File: config.mk
export PLATFORM = sky130hd
export DESIGN_NAME = filter2d_tx
export DESIGN_NICKNAME = d
export VERILOG_FILES = /design/src/rtl/filter2d_pkg.sv /design/src/rtl/filter2d_tx_agen.sv /design/src/rtl/filter2d_tx.sv
export SDC_FILE = /design/constraint.sdc
export NUM_CORES = 1
export LEC_CHECK = 0
export BUFFER_PORTS_ARGS = -buffer_cell sky130_fd_sc_hd__buf_4
export CORE_ASPECT_RATIO = 0.7
export CORE_MARGIN = 2
export CORE_UTILIZATION = 47
export CTS_BUF_LIST = sky130_fd_sc_hd__clkbuf_4 sky130_fd_sc_hd__clkbuf_8
export CTS_CLUSTER_DIAMETER = 200
export DETAILED_ROUTE_END_ITERATION = 10
export PLACE_DENSITY = 0.69
export SLEW_MARGIN = 20
export SYNTH_ARGS = -nofsm -noshare
export SYNTH_HDL_FRONTEND = slang
export SYNTH_SLANG_ARGS = --single-unit
File: constraint.sdc
create_clock -name clk -period 5.33 [get_ports clk]
set_input_delay 1.066 -clock clk [delete_from_list [all_inputs] [get_ports clk]]
set_output_delay 1.066 -clock clk [all_outputs]
set_load 0.01 [all_outputs]
File: src/rtl/filter2d_pkg.sv
// Shared constants and FSM encoding for the filter2d family (tx, buf, op).
package filter2d_pkg;

  localparam int DEF_IMG_W = 256;
  localparam int DEF_IMG_H = 256;
  localparam int DEF_AW    = 16;
  localparam int DEF_DW    = 8;
  localparam int GAP_W     = 4;

  typedef enum logic [1:0] {
    IDLE  = 2'd0,
    RUN   = 2'd1,
    DRAIN = 2'd2,
    DONE  = 2'd3
  } state_e;

endpackage

File: src/rtl/filter2d_tx_agen.sv
// Raster-order address generator: col/row counters plus a linear address kept in step with them.
module filter2d_tx_agen #(
  parameter int IMG_W = 256,
  parameter int IMG_H = 256,
  parameter int AW    = 16
) (
  input  logic          clk,
  input  logic          n_reset,
  input  logic          clear,
  input  logic          advance,
  output logic [AW-1:0] addr,
  output logic          last_col,
  output logic          last_pix
);

  localparam int CW = (IMG_W > 1) ? $clog2(IMG_W) : 1;
  localparam int RW = (IMG_H > 1) ? $clog2(IMG_H) : 1;

  logic [CW-1:0] col;
  logic [RW-1:0] row;
  logic          last_row;

  assign last_col = (col == CW'(IMG_W - 1));
  assign last_row = (row == RW'(IMG_H - 1));
  assign last_pix = last_col && last_row;

  // Raster order makes row*IMG_W+col a plain increment, so no multiplier is needed.
  always_ff @(posedge clk) begin
    if (n_reset || clear) begin
      col  <= '0;
      row  <= '0;
      addr <= '0;
    end else if (advance) begin
      if (last_col) begin
        col <= '0;
        row <= last_row ? '0 : row + RW'(1);
      end else begin
        col <= col + CW'(1);
      end
      addr <= last_pix ? '0 : addr + AW'(1);
    end
  end

endmodule

File: src/rtl/filter2d_tx.sv
// Frame transmitter: reads a stored image in raster order and emits it as a strobed pixel stream.
module filter2d_tx
  import filter2d_pkg::*;
#(
  parameter int IMG_W = DEF_IMG_W,
  parameter int IMG_H = DEF_IMG_H,
  parameter int AW    = DEF_AW,
  parameter int DW    = DEF_DW
) (
  input  logic             clk,
  input  logic             n_reset,
  input  logic             start,
  input  logic [GAP_W-1:0] i_gap,
  input  logic             i_pause,
  output logic             busy,
  output logic             done,
  output logic             mem_rd,
  output logic [AW-1:0]    rd_addr,
  input  logic [DW-1:0]    rd_data,
  output logic             o_strb,
  output logic [DW-1:0]    o_data,
  output logic             o_sof,
  output logic             o_eol
);

  state_e           state, state_nx;
  logic [GAP_W-1:0] gap_q, gap_cnt;
  logic             drain_cnt;
  logic             accept, rd_go, last_col, last_pix;
  logic             v1, sof1, eol1;

  assign accept = (state == IDLE) && start;
  // Combinational so that a falling i_pause resumes reading in that same cycle.
  assign rd_go  = (state == RUN) && (gap_cnt == '0) && !i_pause;
  assign mem_rd = rd_go;
  assign busy   = (state == RUN) || (state == DRAIN);
  assign done   = (state == DONE);

  filter2d_tx_agen #(
    .IMG_W (IMG_W),
    .IMG_H (IMG_H),
    .AW    (AW)
  ) u_agen (
    .clk      (clk),
    .n_reset  (n_reset),
    .clear    (accept),
    .advance  (rd_go),
    .addr     (rd_addr),
    .last_col (last_col),
    .last_pix (last_pix)
  );

  // NOTE: every output of a combinational block gets a default first so no latch is inferred.
  always_comb begin
    state_nx = state;
    unique case (state)
      IDLE:    if (start) state_nx = RUN;
      RUN:     if (rd_go && last_pix) state_nx = DRAIN;
      DRAIN:   if (drain_cnt) state_nx = DONE;
      DONE:    state_nx = IDLE;
      default: state_nx = IDLE;
    endcase
  end

  // NOTE: clocked state uses non-blocking assignments so every register sees pre-edge values.
  always_ff @(posedge clk) begin
    if (n_reset) begin
      state     <= IDLE;
      gap_q     <= '0;
      gap_cnt   <= '0;
      drain_cnt <= 1'b0;
    end else begin
      state     <= state_nx;
      drain_cnt <= (state == DRAIN) && !drain_cnt;
      if (accept) begin
        gap_q   <= i_gap;
        gap_cnt <= '0;
      end else if (rd_go) begin
        gap_cnt <= gap_q;
      end else if ((state == RUN) && !i_pause && (gap_cnt != '0)) begin
        gap_cnt <= gap_cnt - GAP_W'(1);
      end
    end
  end

  // Flags ride alongside the read so they line up with the returning pixel two cycles later.
  always_ff @(posedge clk) begin
    if (n_reset) begin
      v1     <= 1'b0;
      sof1   <= 1'b0;
      eol1   <= 1'b0;
      o_strb <= 1'b0;
      o_sof  <= 1'b0;
      o_eol  <= 1'b0;
      o_data <= '0;
    end else begin
      v1     <= rd_go;
      sof1   <= rd_go && (rd_addr == '0);
      eol1   <= rd_go && last_col;
      o_strb <= v1;
      o_sof  <= sof1;
      o_eol  <= eol1;
      if (v1) o_data <= rd_data;
    end
  end

endmodule

Word-level counts from Yosys, hierarchy flattened
Index checks and enable logic that the tools add are counted.
Word-level totals
  register bits after elaboration: 57
  bits of input ports: 16
  output and inout port bits: 30
  logic and storage cells: 57
Operators by class
  add/sub/neg operators: 4
  equality and inequality tests: 8
  multiplexer cells: 9
  reduce and logical (&&, ||, !) cells: 22
Operator list (number)
  $add 16x1->16 const B: 1
  $add 8x1->8 const B: 2
  $eq 8x8->1 const B: 2
  $logic_not 16->1: 1
  $mux 16: 1
  $mux 8: 2
  $logic_and 1x1->1: 10
  $mux 4: 2
  $pmux 2 s4: 1
  $mux 2: 3
  $ne 2x2->1 const B: 3
  $eq 2x2->1 const B: 2
  $logic_not 4->1: 1
  $reduce_bool 4->1: 1
  $sub 4x1->4 const B: 1
  $reduce_and 3->1: 1
  $eq 2x1->1 const B: 1
  $logic_not 1->1: 2
  $logic_not 2->1: 1
  $logic_or 1x1->1: 2
  $reduce_and 2->1: 1
  $reduce_bool 2->1: 1
  $reduce_or 2->1: 1

Longest topological paths before layout
  word-level depth: 6
  gate-level depth with buffers: 9
  depth with buffers taken out: 7

Modules after synthesis
From an unflattened synthesis, not the netlist that was laid out.
Unflattened totals
  cell total of the unflattened synthesis: 292
  area, all modules: 2606.2 sq um
By module, submodules not included
  filter2d_tx_agen: instances 1, cells each 173, area each 1501.4 sq um, sequential area each 640.6 sq um
  filter2d_tx: instances 1, cells each 119, area each 1104.8 sq um, sequential area each 500.5 sq um

Worst setup path before layout
Ideal clock, no wire load.
  path type: input to output
  start point: input port i_pause
  end point: output port mem_rd
  data arrival time: 1.743 ns
  data required time: 4.264 ns
  path slack: 2.521 ns
  stages: 4
  path buffers: 1
  path through: nor2b_1 clkbuf_1 nand2_1 inv_1
On the way
  cells in the longest elaborated chain, start to end: 2
Ends and longest elaborated chain
  from (decl): RTL line filter2d_tx.sv:14  | input logic i_pause,
  $logic_not 1->1: RTL line filter2d_tx.sv:34  | assign rd_go = (state == RUN) && (gap_cnt == '0) && !i_pause;
  $logic_and 1x1->1: RTL line filter2d_tx.sv:34
  to (decl): RTL line filter2d_tx.sv:17  | output logic mem_rd,
No other way between the ends.

Worst setup path after layout
  start point: register state[1]
  end point: output port mem_rd
On the way
  cells in the longest elaborated chain, start to end: 3
Ends and longest elaborated chain
  from (decl): RTL line filter2d_tx.sv:26  | state_e state, state_nx;
  from (signal assigned): RTL line filter2d_tx.sv:73  | state <= state_nx;
  $eq 2x1->1: RTL line filter2d_tx.sv:34
  $logic_and 1x1->1 (2 in series): RTL line filter2d_tx.sv:34
No other way between the ends.

==> results_dict.tcl <==
set metrics [dict create \
    routed_wl_um 5597 \
    ir_drop_uv 192.0 \
    synth_area_sq_um 2601 \
    worstReg2RegStart "state[1]$_SDFFE_PP0P_" \
    cts_buffer_depth 2 \
    critPathLaunchType "flop" \
    worstRegToRegCells 6 \
    fmax_mhz 292.2 \
    critPathKind "flop to primary output" \
    cp_max_fo 8 \
    gp_congestion 0.8434 \
    grt_pass1_vias 1906 \
    numCtsBuffers 9 \
    hold_path_class "flop to flop" \
    status "finished clean" \
    p_per_area_nw_per_um2 345.7 \
    rsz0062_at_grt "no" \
    yosysWarnings 0 \
    clkSinkCount 57 \
    die_area_sq_um 6155 \
    wl_per_cell_um 13.33 \
    first_iter_violations 106 \
    area_growth_syn_to_layout_pct 22.27 \
    floorplan.initialDensity_pct 49.22 \
    slew_headroom_pct 55.49 \
    cts_root_buf "clkbuf_8" \
    num_vias 2222 \
    grtUsageTotal_pct 18.79 \
    grt_max_degree 26 \
    fillCellCount 487 \
    drive_gt1_share_pct 18.97 \
    required_ps 4260 \
    setup_slack_ps 1908 \
    ant_nets 0 \
    holdCritStartpoint "sof1$_SDFF_PP0_" \
    path_clk_slew_ps 70 \
    setup_total_negative_slack_ps 0 \
    io_buffers 45 \
    cts_setup_buffers 0 \
    drv_slew 0 \
    grt_pass1_wl_um 8935 \
    dp_hpwl_um 4042 \
    ctsResizeCount 0 \
    synth.ff_latch_count 57 \
    p_total_uw 1099 \
    drc 0 \
    insertion_delay_ps 330 \
    cts.hold.buffers_added 0 \
    nets 370 \
    p_leak_uw 0.001218 \
    yosysSeqAreaShare_pct 43.87 \
    hold_violations 0 \
    post-route-util_pct 60.18 \
    synth_top_area_share_pct 43.87 \
    htreeDepth 3 \
    finalSetupViolations 0 \
    cap_violations 0 \
    synth_area_leaders "dfxtp_1, a21oi_1, ha_1" \
    r2r_slack_ps 2830 \
    skew_ps 8.262 \
    vias_per_cell 5.290 \
    hold_end "o_sof$_SDFF_PP0_" \
    grt_overflow 0 \
    whs_path_depth 1 \
    postSynthCellCount 298 \
    antenna_found_initial 0 \
    critPathArrivalTime_ps 2360 \
    rows 22 \
    fin_crit_sh_pct 64.20 \
    avgSynthCellArea_sq_um 8.729 \
    dieHeight_um 66.25 \
    crit_path_end_kind "primary output" \
    n_antenna_cell 0 \
    place_ws_ps 1969 \
    worst_pin_slew_ps 660.7 \
    core_sq_um 5285 \
    synth_nets 324 \
    io-pin-count 46 \
    dr.pass1.iters 4 \
    min_period_ps 3422 \
    synth_area_leader_cell "dfxtp_1" \
    die_w_um 92.92 \
    ys_types 37 \
    cts_tree "yes" \
    rr_endpoint "u_agen.addr[15]$_SDFFE_PP0N_" \
]
-- layout make-up --
| cell class | count | area, sq um | share of cell area, % |
|---|---|---|---|
| Tap cell | 72 | 90.09 | 2.832 |
| Clock inverter | 3 | 40.04 | 1.259 |
| Timing Repair Buffer | 47 | 352.8 | 11.09 |
| Sequential cell | 57 | 1141 | 35.88 |
| Inverter | 12 | 45.04 | 1.416 |
| Clock buffer | 12 | 158.9 | 4.996 |
| Multi-Input combinational cell | 217 | 1353 | 42.53 |
-- synthesized netlist by cell type --
cell      instances
nor4_1            8
o21bai_1          1
xnor2_1           7
o31ai_1           1
a31oi_1           2
and3b_1           1
dfxtp_1          57
ha_1             10
nor3b_2           1
nor2_1           29
nand2_1          20
a211oi_4          1
o21ai_0          18
and4b_1           1
and3_1            3
nor3_1            3
nand2b_1          6
or4_1             1
buf_2             2
buf_6             2
nor4b_1           1
mux2i_1          10
a21oi_1          26
a211oi_1          2
or3b_1            1
o21ai_1           1
inv_1            12
and4_1            5
nand4_1           8
nor2b_1           4
clkbuf_1          8
or4_4             2
nand3b_1          1
or3_1            14
and2_1            1
nand3_1          19
xor2_1            9
-- per-stage QoR --
stage / instances / area (sq um) / hold slack (ps)
2_1_floorplan: 298 / 2601 / 413.8
3_3_place_gp: 405 / 2982 / 443.6
3_5_place_dp: 405 / 2982 / 446.5
4_1_cts: 420 / 3181 / 454.7
5_1_grt: 420 / 3181 / 467.6
6_report: 420 / 3181 / 449.1
-- how the worst max path moves through the flow --
stage	from	to	slack, ps	cells after the start
2_1_floorplan	i_pause	mem_rd	2520	4
4_1_cts	state[1]$_SDFFE_PP0P_	mem_rd	1930	6
6_report	state[1]$_SDFFE_PP0P_	mem_rd	1910	6
3_3_place_gp	i_pause	mem_rd	2070	5
3_5_place_dp	i_pause	mem_rd	1970	5
5_1_grt	state[1]$_SDFFE_PP0P_	mem_rd	1750	6
-- metal layers --
| metal | part of all wire, % | wire [um] | vias to the layer above | GRT usage [%] |
|---|---|---|---|---|
| met4 | 0.64 | 36 | 0 | 4.779 |
| met3 | 5.3 | 295 | 4 | 7.640 |
| met1 | 51 | 2862 | 1039 | 27.13 |
| met5 | 0 | 0 | - | 0 |
| met2 | 43 | 2403 | 39 | 25.63 |
| li1 | - | - | 1140 | - |
-- placed cells by master, fill, tap and decap left out, types with 6 or more instances in the layout --
cell type	Yosys	routed
nand2b_1	6	6
clkbuf_8	0	11
a21oi_1	26	26
nor4_1	8	8
nor2_1	29	29
or3_1	14	14
ha_1	10	10
nand2_1	20	20
buf_4	0	47
inv_1	12	12
nand3_1	19	19
mux2i_1	10	10
dfxtp_1	57	57
xor2_1	9	9
xnor2_1	7	7
o21ai_0	18	18
nand4_1	8	8
-- worst max-delay path, cell delays in order, from the launching register on --
cell,delay [ps]
dfxtp_1,340
inv_1,90
ha_1,370
nor2b_1,530
nand2_1,310
inv_1,230
buf_4,160
-- report_power, final --
group / switching, uW / internal [uW]
combinational: 134 / 90.4
sequential: 22.5 / 450
clock: 161 / 242
total: 317 / 783
-- registers in the layout (all words and copies together) (netlist names) --
register and flops:
u_agen.addr 16, o_data 8, u_agen.col 8, u_agen.row 8
gap_cnt 4, gap_q 4, state 2, drain_cnt 1
eol1 1, o_eol 1, o_sof 1, o_strb 1
sof1 1, v1 1
-- logic make-up after synthesis --
| kind of cell | synth area share, % |
|---|---|
| mux | 3.848 |
| xor+xnor | 5.387 |
| compound gates | 11.06 |
| simple gates | 26.89 |
| flops | 43.87 |
| fa+ha+maj | 4.810 |
| buf+inv | 4.136 |
Note: power is estimated with default switching activity, not from simulation.
